<file path="config.mk">
export PLATFORM = sky130hd
export DESIGN_NAME = dmem_arbiter
export DESIGN_NICKNAME = d
export VERILOG_FILES = /design/src/rtl/dmem_arbiter.sv
export SDC_FILE = /design/constraint.sdc
export NUM_CORES = 1
export LEC_CHECK = 0
export ABC_CLOCK_PERIOD_IN_PS = 2400
export CELL_PAD_IN_SITES_DETAIL_PLACEMENT = 0
export CELL_PAD_IN_SITES_GLOBAL_PLACEMENT = 1
export CORE_MARGIN = 1.5
export CORE_UTILIZATION = 25
export DETAILED_ROUTE_END_ITERATION = 8
export PLACE_DENSITY = 0.66
export REMOVE_ABC_BUFFERS = 1
export SKIP_LAST_GASP = 1
export SLEW_MARGIN = 20
export SYNTH_ARGS = -nofsm -noshare
export SYNTH_HDL_FRONTEND = slang
export SYNTH_SLANG_ARGS = --single-unit
</file>
<file path="constraint.sdc">
create_clock -name clk -period 2.4 [get_ports clk]
set_clock_uncertainty 0.05 [all_clocks]
set_input_delay 0.48 -clock clk [delete_from_list [all_inputs] [get_ports clk]]
set_output_delay 0.48 -clock clk [all_outputs]
set_load 0.05 [all_outputs]
</file>
<file path="src/rtl/dmem_arbiter.sv">
// dmem_arbiter: two-port request/grant arbiter in front of the single-port data
// memory. Port 0 is the CPU load/store path, port 1 the host/debug port.
// Each access runs IDLE -> ISSUE (memory samples the op) -> RESP (reads only),
// so at most one access is in flight and the memory sees exactly one op per grant.
module dmem_arbiter #(
  parameter int ADDR_W     = 4,
  parameter int DATA_W     = 2,
  parameter int FIXED_PRIO = 0
) (
  input  logic              clk,
  input  logic              rst,
  input  logic              req0,
  input  logic              we0,
  input  logic [ADDR_W-1:0] addr0,
  input  logic [DATA_W-1:0] wdata0,
  output logic              gnt0,
  output logic [DATA_W-1:0] rdata0,
  output logic              rvalid0,
  input  logic              req1,
  input  logic              we1,
  input  logic [ADDR_W-1:0] addr1,
  input  logic [DATA_W-1:0] wdata1,
  output logic              gnt1,
  output logic [DATA_W-1:0] rdata1,
  output logic              rvalid1,
  output logic              mem_we,
  output logic [ADDR_W-1:0] mem_addr,
  output logic [DATA_W-1:0] mem_din,
  input  logic [DATA_W-1:0] mem_dout,
  output logic              busy
);

  typedef enum logic [1:0] {
    IDLE  = 2'd0,
    ISSUE = 2'd1,
    RESP  = 2'd2
  } state_t;

  localparam logic PRIO_FIXED = (FIXED_PRIO != 32'sd0);

  state_t state_r;
  logic   owner_r;       // port whose access is in flight
  logic   last_owner_r;  // port served most recently; the other one wins a tie
  logic   any_req_s;
  logic   win_s;         // 0 = port 0, 1 = port 1

  // Choose which port would start an access if the arbiter is idle this cycle.
  always_comb begin
    any_req_s = req0 | req1;
    win_s     = 1'b0;
    if (req0 && req1) begin
      if (PRIO_FIXED) begin
        win_s = 1'b0;
      end else begin
        win_s = ~last_owner_r;
      end
    end else if (req1) begin
      win_s = 1'b1;
    end else begin
      win_s = 1'b0;
    end
  end

  // Access sequencer: latch the winner's op, issue it to memory, return read data.
  always_ff @(posedge clk or negedge rst) begin
    if (!rst) begin
      state_r      <= IDLE;
      owner_r      <= 1'b0;
      last_owner_r <= 1'b1;
      gnt0         <= 1'b0;
      gnt1         <= 1'b0;
      rvalid0      <= 1'b0;
      rvalid1      <= 1'b0;
      rdata0       <= {DATA_W{1'b0}};
      rdata1       <= {DATA_W{1'b0}};
      mem_we       <= 1'b0;
      mem_addr     <= {ADDR_W{1'b0}};
      mem_din      <= {DATA_W{1'b0}};
      busy         <= 1'b0;
    end else begin
      case (state_r)
        IDLE: begin
          rvalid0 <= 1'b0;
          rvalid1 <= 1'b0;
          if (any_req_s) begin
            mem_addr     <= win_s ? addr1  : addr0;
            mem_din      <= win_s ? wdata1 : wdata0;
            mem_we       <= win_s ? we1    : we0;
            gnt0         <= ~win_s;
            gnt1         <= win_s;
            owner_r      <= win_s;
            last_owner_r <= win_s;
            busy         <= 1'b1;
            state_r      <= ISSUE;
          end else begin
            state_r <= IDLE;
          end
        end
        ISSUE: begin
          // The memory samples we/addr/d_in on this edge; address and data hold.
          gnt0   <= 1'b0;
          gnt1   <= 1'b0;
          mem_we <= 1'b0;
          if (mem_we) begin
            busy    <= 1'b0;
            state_r <= IDLE;
          end else begin
            busy    <= 1'b1;
            state_r <= RESP;
          end
        end
        RESP: begin
          if (owner_r) begin
            rdata1  <= mem_dout;
            rvalid1 <= 1'b1;
          end else begin
            rdata0  <= mem_dout;
            rvalid0 <= 1'b1;
          end
          busy    <= 1'b0;
          state_r <= IDLE;
        end
        default: begin
          gnt0    <= 1'b0;
          gnt1    <= 1'b0;
          rvalid0 <= 1'b0;
          rvalid1 <= 1'b0;
          mem_we  <= 1'b0;
          busy    <= 1'b0;
          state_r <= IDLE;
        end
      endcase
    end
  end

endmodule

</file>
==> results of run 1 <==
==> metrics by stage <==
stage          power [W]  area [µm²]  hold slack (ps)  setup WS, ps
3_5_place_dp     0.00182        1270              424           439
5_1_grt          0.00211        1310              461           289
4_1_cts          0.00201        1310              446           349
3_3_place_gp     0.00180        1270              421           493
6_report         0.00199        1310              443           362
2_1_floorplan    0.00142         856              134          1110
==> flip-flops by register name, summed over array words and instances, names as in the netlist <==
signal and flops:
rdata1 2, busy 1, gnt0 1, rvalid1 1
mem_addr 4, mem_we 1, state_r 2, gnt1 1
mem_din 2, owner_r 1, rvalid0 1, rdata0 2
last_owner_r 1
==> layer usage <==
metal,up-vias,GRT usage
li1,320,-
met1,324,0.129
met2,21,0.188
met3,4,0.0210
met4,0,0.0638
met5,-,0
==> where the power goes <==
| group | internal, W | total, W | switching [W] |
|---|---|---|---|
| Clock | 0.0000925 | 0.000196 | 0.000103 |
| Combinational | 0.000443 | 0.00115 | 0.000707 |
| Sequential | 0.000509 | 0.000644 | 0.000135 |
| Total | 0.00104 | 0.00199 | 0.000945 |
==> cells by family (layout without fill, tap and decap cells) <==
kind of cell	Yosys count	in the layout	synth area share
multiplexers	8	8	0.0994
buffers and inverters	1	41	0.00438
AO/OA/AOI/OAI	20	20	0.184
AND/OR/NAND/NOR	16	16	0.126
flip-flops	20	20	0.586
==> cell usage after synthesis (2+ instances only) <==
cell type,count
sky130_fd_sc_hd__mux2_2,2
sky130_fd_sc_hd__a221o_1,3
sky130_fd_sc_hd__dfrtp_1,19
sky130_fd_sc_hd__o22ai_1,2
sky130_fd_sc_hd__and3_1,3
sky130_fd_sc_hd__nand2_1,2
sky130_fd_sc_hd__o21ai_0,3
sky130_fd_sc_hd__o21ai_1,3
sky130_fd_sc_hd__mux2_1,2
sky130_fd_sc_hd__mux2i_1,4
sky130_fd_sc_hd__a21o_1,4
sky130_fd_sc_hd__nor2_1,3
==> layout make-up <==
class	count	share of cell area
multi-input cells	44	0.268
clock buffers	4	0.0278
flip-flops and latches	20	0.384
well taps	46	0.0440
repair buffers	36	0.274
inverters	1	0.00287
==> worst min-delay path by stage <==
| stage | startpoint | endpoint |
|---|---|---|
| 2_1_floorplan | rst | busy |
| 3_3_place_gp | rdata0[1] | rdata0[1] |
| 6_report | mem_we | state_r[1] |
| 4_1_cts | mem_we | state_r[1] |
| 5_1_grt | rdata0[0] | rdata0[0] |
| 3_5_place_dp | rdata0[0] | rdata0[0] |
==> impl_metrics.csv, run 1 <==
group,metric,value,unit
synthesis,synth.ff_latch_count,20,
sta,timing.final.hold_violations,0,
floorplanning,row_count,21,
route,drc_errors,0,
cts,root_buffer,"sky130_fd_sc_hd__clkbuf_4",
sta,grt_setup_unrepaired,"false",
finish,drive_gt1_frac,0.143,
route,vias,669,
synthesis,synth_enable_flop_cells,0,
cts,clock_latency,300,ps
setup_path,setup_slack_of_the_worst_register_to_register_path,970,ps
min_path,worst_hold_path_type,"reg2reg",
grt,first_global_vias,665,
route,drt-met1-wl,807,µm
setup_path,criticalPathCategory,"reg2out",
synthesis,synthCells,65,
synthesis,synth_seq_area_share,0.586,
sta,maxSlewViolCount,0,
finish,stdcell_count,151,
placed_design,dp.cells,147,
finish,seq_area,502,µm²
cts,post_cts.resized_instances,0,
cts,clock_tree_from_tritoncts,"yes",
grt,grt_usage,0.110,
power,vdd.ir_drop.worst,0.332,mV
route,top_layer,"met4",
setup_path,path_depth,1,
route,first_iter_violations,14,
setup_path,cp_top_family,"buffers and inverters",
finish,multi_input_comb_area,350,µm²
setup_path,r2r_endpoint,"mem_addr[3]",
grt,grt_pass1_wl,3020,µm
floorplanning,fp.dieArea,3780,µm²
setup_path,critical_path_buffer_and_inverter_count,1,
synthesis,ys_top_cells_by_area,"sky130_fd_sc_hd__dfrtp_1 (56%), sky130_fd_sc_hd__mux2i_1 (4.7%), sky130_fd_sc_hd__a221o_1 (3.5%), sky130_fd_sc_hd__a21o_1 (3.5%), sky130_fd_sc_hd__dfstp_2 (3.1%)",
finish,layout.cells.most_common_list,"sky130_fd_sc_hd__clkdlybuf4s50_1 (35), sky130_fd_sc_hd__dfrtp_1 (19), sky130_fd_sc_hd__a21o_1 (4), sky130_fd_sc_hd__mux2i_1 (4)",
synthesis,synth-async-reset-ratio,1.00,
synthesis,post-synth-top-area-fraction,0.556,
setup_path,crit_path_start,"mem_we",
route,met3_wirelength,117,µm
sta,setup_viol_count_final,0,
setup_path,critPathMaxStageDelay,820,ps
floorplanning,die_height,61.5,µm
cts,cts_max_path_buffers,2,
cts,cts_inserted_buffers,3,
floorplanning,fp.dieW,61.5,µm
cts,h-tree-depth,1,
min_path,whs_path_depth,1,
synthesis,synthesis.area,856,µm²
synthesis,yosysUniqueCellTypes,27,
route,wl_per_cell,12.6,µm
cts,cts_setup_buffers,0,
route,met2WireLength,945,µm
finish,layout.core_utilization,0.395,
grt,global_route.overflow_total,0,
cts,clock_sink_count,20,
sta,worstMarginPinSlew,526,ps
finish,final_net_count,126,
synthesis,postSynthAreaPerCell,13.2,µm²
setup_path,worstSetupStartpointType,"flip-flop",
placed_design,detailedPlacementHpwl,1500,µm
setup_path,ff2ff_path_depth,3,
route,detail_route.vias_per_cell,4.43,
sta,clock.fmax,491,MHz
placed_design,finalWeightedCongestion,0.709,
route,ant_nets,0,
sta,layout_worst_path_cycle_share,0.849,
floorplanning,start_util,0.259,
route,drt_pre_antenna_iters,3,
power,pwr_density_cell,1520,nW/µm²
synthesis,synthesis.yosys.warnings,0,
route,final_wirelength,1900,µm
floorplanning,top_level_ports,36,
status,run_status,"complete, no violations",
floorplanning,fp.coreArea,3310,µm²
synthesis,ys_dominant_reg_cell,"sky130_fd_sc_hd__dfrtp_1",
synthesis,synth_area_leader_cell,"sky130_fd_sc_hd__dfrtp_1",
setup_path,critical_path.max_fanout,3,
sta,period_minus_slack,2040,ps
setup_path,critical_path.endpoint_type,"primary output",
placed_design,buffer_ports.inserted,35,
grt,maximum_number_of_pins_on_one_net_before_global_route_repair,13,
setup_path,arrival,1510,ps
sta,totalNegativeSetupSlack,0,ps
setup_path,endpoint,"mem_we",
run,maxCapViolCount,0,
setup_path,data_required_time_of_the_critical_path,1870,ps
cts,clkSlewWorstSetupHoldPaths,110,ps
setup_path,crit_path_cell_trace,"clkdlybuf4s50_1",
finish,growth_of_design_area_from_synthesis_to_finish,52.8,%
power,cellLeakagePower,0.565,nW
finish,num_antenna_cells,0,
finish,most_frequent_standard_cell_in_the_layout_excluding_fill_and_tap_cells,"sky130_fd_sc_hd__clkdlybuf4s50_1",
cts,ctsHoldBuffers,0,
sta,slew-limit-headroom,0.648,
finish,n_fill_cell,355,
setup_path,rr_startpoint,"state_r[1]",
setup_path,crit_path_top_delay_cell,"sky130_fd_sc_hd__clkdlybuf4s50_1",
grt,antenna_found_initial,0,
Note: power is estimated with default switching activity, not from simulation.
==> run 2: changes to the inputs <==
--- a/config.mk
+++ b/config.mk
@@ -5,13 +5,13 @@
 export SDC_FILE = /design/constraint.sdc
 export NUM_CORES = 1
 export LEC_CHECK = 0
-export ABC_CLOCK_PERIOD_IN_PS = 2400
+export ABC_CLOCK_PERIOD_IN_PS = 1800
 export CELL_PAD_IN_SITES_DETAIL_PLACEMENT = 0
 export CELL_PAD_IN_SITES_GLOBAL_PLACEMENT = 1
 export CORE_MARGIN = 1.5
 export CORE_UTILIZATION = 25
 export DETAILED_ROUTE_END_ITERATION = 8
-export PLACE_DENSITY = 0.66
+export PLACE_DENSITY = 0.68
 export REMOVE_ABC_BUFFERS = 1
 export SKIP_LAST_GASP = 1
 export SLEW_MARGIN = 20
==> constraint.sdc (replaced) <==
create_clock -name clk -period 1.8 [get_ports clk]
set_clock_uncertainty 0.05 [all_clocks]
set_input_delay 0.36 -clock clk [delete_from_list [all_inputs] [get_ports clk]]
set_output_delay 0.36 -clock clk [all_outputs]
set_load 0.05 [all_outputs]
==> impl_metrics.csv, run 2 (same netlist as run 1, synthesis figures left out) <==
group,metric,value,unit
run,maxCapViolCount,0,
power,netSwitchingFraction,0.466,
grt,antenna_found_initial,0,
finish,final_net_count,129,
grt,maximum_number_of_pins_on_one_net_before_global_route_repair,13,
setup_path,cp_top_family,"compound AO/OA/AOI/OAI gates",
min_path,worst_hold_path_type,"in2async",
setup_path,critical_path.max_fanout,9,
placed_design,pre_cts_slack,-23.5,ps
finish,drive_gt1_frac,0.315,
floorplanning,fp.coreArea,3310,µm²
placed_design,dp.cells,150,
grt,grt_pass1_wl,3040,µm
cts,cts_setup_buffers,0,
placed_design,buffer_ports.inserted,35,
finish,layout.cells.most_common_list,"sky130_fd_sc_hd__buf_4 (20), sky130_fd_sc_hd__dfrtp_1 (19), sky130_fd_sc_hd__clkdlybuf4s50_1 (19)",
setup_path,critical_path_buffer_and_inverter_count,1,
grt,grt.met2_usage,0.191,
power,share_seq_of_total_power,0.321,
finish,finalInstanceArea,1310,µm²
placed_design,finalWeightedCongestion,0.772,
route,drt_pre_antenna_iters,4,
setup_path,worstSetupStartpointType,"input port",
route,detail_route.vias_per_cell,4.44,
setup_path,critical_path.endpoint_type,"flip-flop",
placed_design,detailedPlacementHpwl,1530,µm
sta,timing.final.ws_setup,311,ps
power,netSwitchingPower,0.00127,W
cts,root_buffer,"sky130_fd_sc_hd__clkbuf_4",
power,vdd.ir_drop.worst,0.493,mV
sta,grt_setup_unrepaired,"false",
power,power_frac_comb,0.548,
sta,timing.final.hold_violations,0,
floorplanning,die_height,61.5,µm
floorplanning,fp.dieW,61.5,µm
cts,clock_tree_from_tritoncts,"yes",
grt,global_route.overflow_total,0,
sta,clock.fmax,672,MHz
finish,largest-register,"mem_addr",
setup_path,data_required_time_of_the_critical_path,1940,ps
setup_path,arrival,1630,ps
route,wl_per_cell,12.4,µm
finish,most_frequent_standard_cell_in_the_layout_excluding_fill_and_tap_cells,"sky130_fd_sc_hd__buf_4",
route,final_wirelength,1910,µm
cts,clkSlewWorstSetupHoldPaths,110,ps
floorplanning,row_count,21,
cts,cts_inserted_buffers,3,
finish,num_antenna_cells,0,
finish,flip_flop_count_of_the_largest_register_after_layout,4,
power,share_clk_of_total_power,0.131,
setup_path,criticalPathCategory,"in2reg",
placed_design,placed_area,1250,µm²
finish,stdcell_count,154,
grt,first_global_vias,699,
sta,period_minus_slack,1490,ps
power,cellLeakagePower,0.606,nW
setup_path,rr_startpoint,"state_r[1]",
grt,grt_usage,0.109,
floorplanning,fp.dieArea,3780,µm²
route,ant_nets,0,
grt,groute.layer.met1.usage,0.131,
setup_path,crit_path_top_delay_cell,"sky130_fd_sc_hd__clkdlybuf4s50_1",
floorplanning,top_level_ports,36,
setup_path,crit_path_start,"req1",
status,run_status,"complete, no violations",
cts,ctsHoldBuffers,0,
sta,worstMarginPinSlew,359,ps
route,vias,683,
cts,cts_max_path_buffers,2,
sta,slew-limit-headroom,0.761,
route,first_iter_violations,25,
power,power.internal,0.00145,W
setup_path,crit_path_cell_trace,"clkdlybuf4s50_1 -> a21boi_4 -> nor3_4 -> a221o_1",
cts,post_cts.resized_instances,0,
cts,clock_sink_count,20,
sta,maxSlewViolCount,0,
sta,setup_viol_count_final,0,
cts,h-tree-depth,1,
grt,global_route.usage.met3,0.0189,
power,pwr_density_cell,2080,nW/µm²
route,drc_errors,0,
floorplanning,start_util,0.259,
finish,growth_of_design_area_from_synthesis_to_finish,52.6,%
sta,layout_worst_path_cycle_share,0.827,
setup_path,critPathMaxStageDelay,510,ps
grt,grt_busiest_layer,"met2",
cts,clock_latency,290,ps
sta,worst_hold_slack,229,ps
## run 2: final timing paths
path	cells past startpoint	end	slack [ps]
max	4	mem_din[1]	310
min in group clk	1	rdata0[0]	440
min reg2reg	1	rdata0[0]	440
max reg2reg	3	mem_din[1]	410
max in group asynchronous	2	last_owner_r	1000
min	1	rdata0[0]	230
## run 2: final cells by class
type / count / area, µm²
fill: 363 / 2000
sequential: 20 / 502
timing repair buffer: 39 / 340
clock inverter: 1 / 30.0
tap: 46 / 57.6
multi-input combinational: 44 / 350
clock buffer: 3 / 22.5
inverter: 1 / 3.75
## run 2: power by group through the flow
stage               Sequential, W  Clock, W  Combinational [W]
floorplan                 0.00145         0           0.000439
global placement         0.000874         0            0.00149
detailed placement       0.000884         0            0.00150
CTS                      0.000873  0.000369            0.00151
global route             0.000904  0.000390            0.00159
finish                   0.000871  0.000355            0.00149
## run 2: layer usage
| layer | share of wire | wire length, µm |
|---|---|---|
| met1 | 0.44 | 843 |
| met2 | 0.51 | 977 |
| met3 | 0.045 | 85 |
| met4 | 0 | 0 |
| met5 | 0 | 0 |
## run 2: through the flow
| step | utilization | TNS (ps) | total power, W |
|---|---|---|---|
| finish | 0.395 | 0 | 0.00272 |
| global route | 0.395 | 0 | 0.00289 |
| CTS | 0.395 | 0 | 0.00275 |
| detailed placement | 0.379 | -56.1 | 0.00239 |
| global placement | 0.379 | 0 | 0.00236 |
| floorplan | - | 0 | 0.00189 |
